--- src/rtl/karatsuba_seq16.sv ---
// Sequential 16x16 unsigned multiplier sharing one 8x8 Karatsuba core over three cycles.
// Optional KSEQ_ZERO_SKIP_EN: a zero operand bypasses the multiply states.
module karatsuba_core8 #(
    parameter int W = 8
) (
    input  logic [W-1:0]   X,
    input  logic [W-1:0]   Y,
    output logic [2*W-1:0] Z
);
    localparam int H = W / 2;

    logic [H-1:0]     x0, x1, y0, y1;
    logic [H:0]       sx, sy;
    logic [2*H-1:0]   p0, p2;
    logic [2*H+1:0]   ps, p1;

    always_comb begin
        x0 = X[H-1:0];
        x1 = X[W-1:H];
        y0 = Y[H-1:0];
        y1 = Y[W-1:H];
        sx = {1'b0, x1} + {1'b0, x0};
        sy = {1'b0, y1} + {1'b0, y0};
        p0 = {{H{1'b0}}, x0} * {{H{1'b0}}, y0};
        p2 = {{H{1'b0}}, x1} * {{H{1'b0}}, y1};
        ps = {{(H+1){1'b0}}, sx} * {{(H+1){1'b0}}, sy};
        // Middle term is always non-negative, so the subtraction never wraps
        p1 = ps - {2'b00, p2} - {2'b00, p0};
        Z  = {p2, p0} + ({{(W-2){1'b0}}, p1} << H);
    end
endmodule

module karatsuba_seq16 #(
    parameter int HALF_W = 8
) (
    input  logic                clk,
    input  logic                rst,
    input  logic [2*HALF_W-1:0] A,
    input  logic [2*HALF_W-1:0] B,
    input  logic                in_valid,
    output logic                in_ready,
    output logic [4*HALF_W-1:0] P,
    output logic                out_valid,
    input  logic                out_ready,
    output logic                busy
);
    localparam int W  = 2 * HALF_W;
    localparam int MW = W + 2;
    localparam int PW = 2 * W;

    typedef enum logic [2:0] {
        S_IDLE,
        S_LO,
        S_HI,
        S_MID,
        S_COMB,
        S_DONE
    } state_t;

    state_t state_q, state_d;

    logic [W-1:0]  a_q, a_d;
    logic [W-1:0]  b_q, b_d;
    logic [W-1:0]  z0_q, z0_d;
    logic [W-1:0]  z2_q, z2_d;
    logic [MW-1:0] mid_q, mid_d;
    logic [PW-1:0] p_q, p_d;

    logic [HALF_W-1:0] core_x, core_y;
    logic [W-1:0]      core_z;

    logic [HALF_W:0] sa, sb;
    logic [MW-1:0]   sa_term, sb_term, cc_term, mid_c, z1;
    logic [PW-1:0]   prod;

    karatsuba_core8 #(.W(HALF_W)) u_core (
        .X (core_x),
        .Y (core_y),
        .Z (core_z)
    );

    always_comb begin
        sa = {1'b0, a_q[W-1:HALF_W]} + {1'b0, a_q[HALF_W-1:0]};
        sb = {1'b0, b_q[W-1:HALF_W]} + {1'b0, b_q[HALF_W-1:0]};
    end

    // Core only sees the low 8 bits of the sums; carries are folded in here
    always_comb begin
        sa_term = sa[HALF_W] ? {2'b00, sb[HALF_W-1:0], {HALF_W{1'b0}}} : '0;
        sb_term = sb[HALF_W] ? {2'b00, sa[HALF_W-1:0], {HALF_W{1'b0}}} : '0;
        cc_term = (sa[HALF_W] & sb[HALF_W]) ? {2'b01, {W{1'b0}}} : '0;
        mid_c   = {2'b00, core_z} + sa_term + sb_term + cc_term;
        z1      = mid_q - {2'b00, z2_q} - {2'b00, z0_q};
        prod    = {z2_q, z0_q} + ({{(PW-MW){1'b0}}, z1} << HALF_W);
    end

    always_comb begin
        state_d = state_q;
        a_d     = a_q;
        b_d     = b_q;
        z0_d    = z0_q;
        z2_d    = z2_q;
        mid_d   = mid_q;
        p_d     = p_q;
        core_x  = '0;
        core_y  = '0;
        unique case (state_q)
            S_IDLE: begin
                if (in_valid) begin
                    a_d = A;
                    b_d = B;
`ifdef KSEQ_ZERO_SKIP_EN
                    if ((A == '0) || (B == '0)) begin
                        p_d     = '0;
                        state_d = S_DONE;
                    end else begin
                        state_d = S_LO;
                    end
`else
                    state_d = S_LO;
`endif
                end
            end
            S_LO: begin
                core_x  = a_q[HALF_W-1:0];
                core_y  = b_q[HALF_W-1:0];
                z0_d    = core_z;
                state_d = S_HI;
            end
            S_HI: begin
                core_x  = a_q[W-1:HALF_W];
                core_y  = b_q[W-1:HALF_W];
                z2_d    = core_z;
                state_d = S_MID;
            end
            S_MID: begin
                core_x  = sa[HALF_W-1:0];
                core_y  = sb[HALF_W-1:0];
                mid_d   = mid_c;
                state_d = S_COMB;
            end
            S_COMB: begin
                p_d     = prod;
                state_d = S_DONE;
            end
            S_DONE: begin
                if (out_ready) state_d = S_IDLE;
            end
            default: state_d = S_IDLE;
        endcase
    end

    always_ff @(posedge clk) begin
        if (rst) begin
            state_q <= S_IDLE;
            a_q     <= '0;
            b_q     <= '0;
            z0_q    <= '0;
            z2_q    <= '0;
            mid_q   <= '0;
            p_q     <= '0;
        end else begin
            state_q <= state_d;
            a_q     <= a_d;
            b_q     <= b_d;
            z0_q    <= z0_d;
            z2_q    <= z2_d;
            mid_q   <= mid_d;
            p_q     <= p_d;
        end
    end

    always_comb begin
        in_ready  = (state_q == S_IDLE);
        busy      = (state_q != S_IDLE);
        out_valid = (state_q == S_DONE);
        P         = p_q;
    end
endmodule

--- config.mk ---
export PLATFORM = sky130hd
export DESIGN_NAME = karatsuba_seq16
export DESIGN_NICKNAME = d
export VERILOG_FILES = /design/src/rtl/karatsuba_seq16.sv
export SDC_FILE = /design/constraint.sdc
export NUM_CORES = 1
export LEC_CHECK = 0
export CORE_MARGIN = 8
export CORE_UTILIZATION = 44
export DETAILED_ROUTE_END_ITERATION = 16
export PLACE_DENSITY = 0.7
export SLEW_MARGIN = 10
export SYNTH_ARGS = -nofsm -noshare
export SYNTH_HDL_FRONTEND = slang
export SYNTH_SLANG_ARGS = --single-unit
--- constraint.sdc ---
create_clock -name clk -period 12.02 [get_ports clk]
set_input_delay 1.803 -clock clk [delete_from_list [all_inputs] [get_ports clk]]
set_output_delay 1.803 -clock clk [all_outputs]
set_load 0.05 [all_outputs]
* After elaboration in Yosys (flattened, before gate mapping) *
Index checks and enable logic that the tools add are counted.

word-level totals
  register bits = 117
  input bits = 36
  output and inout port bits = 35

operators by class
  $add $sub $neg = 13
  $mul = 3
  equality and inequality tests = 7
  mux-type cells = 8
  bitwise logic cells = 1
  reductions and logical operators = 4

operators with widths
  cell                                                    count
  one-hot mux 8 bit (3 select lines)                      2
  subtractor 18 x 16 -> 18 bit                            2
  adder 32 x 26 -> 32 bit                                 1
  two-way mux 16 bit                                      2
  subtractor 10 x 8 -> 10 bit                             2
  adder 17 x 16 -> 18 bit                                 1
  adder 18 x 17 -> 18 bit                                 1
  adder 8 x 8 -> 9 bit                                    2
  one-hot mux 3 bit (6 select lines)                      1
  adder 16 x 16 -> 17 bit                                 1
  two-way mux 17 bit                                      1
  adder 16 x 14 -> 16 bit                                 1
  multiplier 4 x 4 -> 8 bit                               2
  adder 4 x 4 -> 5 bit                                    2
  multiplier 5 x 5 -> 10 bit                              1
  equality test 3 x 2 -> 1 bit (second input constant)    2
  equality test 3 bit (second input constant)             2
  two-way mux 3 bit                                       2
  AND reduction 2 bit                                     2
  equality test 3 x 1 -> 1 bit (second input constant)    1
  zero test 3 bit                                         1
  nonzero test 3 bit                                      1
  inequality test 2 x 1 -> 1 bit (second input constant)  1
  inequality test 2 bit (second input constant)           1
  AND 1 bit                                               1

* Logic depth before layout (Yosys ltp) *
  word-level depth = 10
  depth in mapped cells = 43
  depth with buffers taken out = 43

* Modules after synthesis *
A second synthesis with hierarchy kept.

second synthesis, totals
  cells, all modules = 1311
  area total of the unflattened synthesis = 10521.3 um^2

by module, submodules not included
  module           instances  cells each  area an instance (um^2)
  karatsuba_seq16  1          983         7757.4
  karatsuba_core8  1          328         2763.9

* Least setup slack after synthesis *
No wires, ideal clock.

  kind = reg2reg
  start = register a_q[0]
  end = register mid_q[15]
  setup time = 0.061 ns
  arrival time = 10.153 ns
  path slack = 1.807 ns
  cell stages (with the launch flop) = 43
  path buffers = 1
  clock period less this slack = 10.213 ns
  cells stage by stage = dfxtp_1 > ha_1 > fa_1 > a21o_1 > a21o_1 > a2111o_1 > o211ai_1 > a221oi_1 > or2_2 > fa_1 > inv_1 > fa_1 > inv_1 > fa_1 > xnor2_1 > inv_1 > fa_1 > fa_1 > [... 7 more ...] > o21ai_0 > nor2b_1 > xnor2_1 > ha_1 > clkbuf_1 > and3_1 > a21bo_2 > o21ai_0 > o21ai_0 > nand2_1 > fa_1 > inv_1 > ha_1 > inv_1 > a21oi_1 > o21ai_0 > a2111oi_0 > a311o_1

between the ends
  word-level cells in the longest chain between the ends = 10
  elaborated cells between the ends (all ways) = 14

RTL lines
  element                                   RTL line  source
  start, declared                           62        logic [W-1:0] a_q, a_d;
  start signal, assigned                    156       a_q <= '0;
  start signal, assigned                    164       a_q <= a_d;
  adder 8 x 8 -> 9 bit                      83        sa = {1'b0, a_q[W-1:HALF_W]} + {1'b0, a_q[HALF_W-1:0]};
  one-hot mux 8 bit (3 select lines)        107       unique case (state_q)
  adder 4 x 4 -> 5 bit                      22        sx = {1'b0, x1} + {1'b0, x0};
  multiplier 5 x 5 -> 10 bit                26        ps = {{(H+1){1'b0}}, sx} * {{(H+1){1'b0}}, sy};
  subtractor 10 x 8 -> 10 bit (2 in a row)  28        p1 = ps - {2'b00, p2} - {2'b00, p0};
  adder 16 x 14 -> 16 bit                   29        Z = {p2, p0} + ({{(W-2){1'b0}}, p1} << H);
  adder 16 x 16 -> 17 bit                   92        mid_c = {2'b00, core_z} + sa_term + sb_term + cc_term;
  adder 17 x 16 -> 18 bit *                 92
  adder 18 x 17 -> 18 bit *                 92
  end signal, assigned                      168       mid_q <= mid_d;
  end, declared                             66        logic [MW-1:0] mid_q, mid_d;

Every way passes the cells marked *; elsewhere a longest branch is shown, timed or not.
A chain may end at the register's enable or synchronous reset.

* Final worst setup path *
Same ends and word-level chain as after synthesis.

==> flow_summary.ini <==
[yosys]
synth_nets = 1628
netlist_instances = 1405
synth_top_family_by_area = adder cells
syn_area_mm2 = 0.0109
synth.area.mux_share_pct = 0.595
synthAdderAreaFrac_pct = 25.6
ys_ff_latch = 117
synthArstFlopShare_pct = 0
synth_enable_flop_cells = 0
syn_avg_cell_area_um2 = 7.79
yosys.area_share.simple_pct = 20.2
synth-compound-area-share_pct = 20.6
yosys_most_used_dff = dfxtp_1
ys_warn_count = 0
synth_xor_area_share_pct = 4.96
ys_types = 71
seq_area_frac_synth_pct = 21.4

[clock_tree]
cts_num_sinks = 117
cts_setup_buffers = 0
clockBufferDepth = 2
root_buffer = clkbuf_16
cts-buffers-inserted = 17
htreeDepth = 4
clk_latency_ns = 0.43
clkTransAtPathRegs_ns = 0.06
tritoncts = yes

[routing]
vias = 9821
ant_nets = 0
wl_um = 29600
wl_per_cell_um = 16.5
drtPass1Iterations = 6
drc = 0
via_per_inst = 5.50
first_iter_violations = 838

[sta]
worst_slew_pin_slew_ns = 1.04
timing.fmax_mhz = 90.8
hold_viol = 0
fin_crit_sh_pct = 91.7
setup_tns_ns = 0
skew_ns = 0.0112
finalSetupViolCount = 0
rsz0062_at_grt = false
slew-limit-headroom_pct = 31.0
finalMaxSlewViolations = 0
worst_slack_ns = 1.00
period_minus_slack_ns = 11.02

[final_layout]
nets = 1673
drive_gt1_share_pct = 4.24
area_delta_synth_final_pct = 14.3
layout_common_cells = 245 x nand2_1, 153 x a21oi_1, 138 x inv_1
diodes = 0
layout_commonest_cell = nand2_1
post-route-cell-area_mm2 = 0.0125

[placed_design]
placed_cell_area_mm2 = 0.0119
dp_hpwl_um = 23300
numPortBuffers = 70
place_congestion = 0.952
place_ws_ns = 1.03

[floorplanning]
start_util_pct = 44.8
die_w_um = 174
die-area_mm2 = 0.0302
rows = 57
io_pins = 71
die_h_um = 174
core_region_area_mm2 = 0.0244

[grt]
grt_max_degree = 67
grt_pass1_wl_um = 48700
grt.overflow.total = 0
grt_pass1_vias = 9600
track_usage_pct = 19.5
antenna_found_initial = 0

[setup_path]
worstSetupEndpointType = flop
crit_slowest_cell = fa_1
cpPeakStageDelay_ns = 0.56
cp.arrival_ns = 11.38
path_max_fanout = 8
critPathKind = reg -> reg
path_common_cell = fa_1
critical_path_required_ns = 12.38
cp-start-kind = flop

[pwr]
ir_drop_v = 0.000214
powerDensity_mw_per_mm2 = 196
p_leak_nw = 5.46

[hold_path]
hp-class = reg -> reg

[run_status]
status = finished clean

[flow_run]
max_cap_viol_count = 0
==> worst max-delay path: cells and delay by family (launching register included) <==
kind / cells / cell delay [ns]
AOI/OAI and AO/OA: 15 / 3.12
DFF: 1 / 0.33
buffers and inverters: 7 / 0.41
xor gates and xnor gates: 2 / 0.34
adders and majority gates: 13 / 5.77
and+or+nand+nor: 4 / 0.94
==> registers in the layout (all words and copies together) (netlist names) <==
name and count:
state_q 3, z2_q 16, a_q 16, P 32, z0_q 16, mid_q 18
b_q 16
==> what timing repair did <==
action                                  4_1_cts  5_1_grt
endpoints found under the setup margin        0        1
hold buffers                                  0        0
resized for setup                             0        1
==> cell usage after synthesis (28+ instances only) <==
cell	count	share of area [%]
nand2_1	245	8.4
a21oi_1	153	7.0
inv_1	138	4.7
ha_1	126	14
dfxtp_1	117	21
nor2_1	87	3.0
fa_1	61	11
xnor2_1	45	3.6
clkbuf_1	42	1.4
o21ai_0	40	1.8
a21o_1	29	2.0
nor3_1	28	1.3
==> power breakdown <==
group          switching, mW  total [mW]  internal (mW)
Sequential            0.0348       0.452          0.417
Clock                  0.202       0.514          0.312
Combinational          0.891        1.49          0.596
Total                   1.13        2.45           1.33
==> worst paths after layout <==
path                              from        end  slack, ns  depth (start not counted)
worst max register to register  a_q[0]  mid_q[15]       1.00                         41
worst min register to register   P[14]      P[14]       0.45                          2
worst max-delay path            a_q[0]  mid_q[15]       1.00                         41
worst min-delay path             P[14]      P[14]       0.45                          2
==> routing by layer <==
metal | global-route usage (%) | wire length, um | up-vias
met5 | 0 | 0 | -
met4 | 7.16 | 828 | 0
met3 | 3.88 | 1530 | 59
met2 | 31.3 | 13400 | 292
met1 | 25.6 | 13800 | 4561
li1 | - | - | 4909
==> final cells by class <==
cell class,count,area (um2)
fill,2372,11900
tap,324,405
multi-input combinational,1097,7880
clock buffer,18,439
timing repair buffer,78,758
inverter,139,522
clock inverter,14,153
sequential,117,2340
==> logic make-up after synthesis <==
group / count (synthesis)
muxes: 6
xor gates and xnor gates: 62
adders and majority gates: 187
DFF: 117
buffers and inverters: 191
and+or+nand+nor: 490
AOI/OAI and AO/OA: 352
==> metrics by stage <==
step | utilization (%) | hold WS [ns] | power (mW) | cells
6_report | 51.3 | 0.449 | 2.45 | 1787
5_1_grt | 51.3 | 0.472 | 2.66 | 1787
4_1_cts | 51.3 | 0.454 | 2.45 | 1787
3_5_place_dp | 48.8 | 0.445 | 1.92 | 1755
3_3_place_gp | 48.8 | 0.437 | 1.90 | 1755
2_1_floorplan | - | 0.445 | 1.61 | 1405
Power figures use the tool's default switching activity.
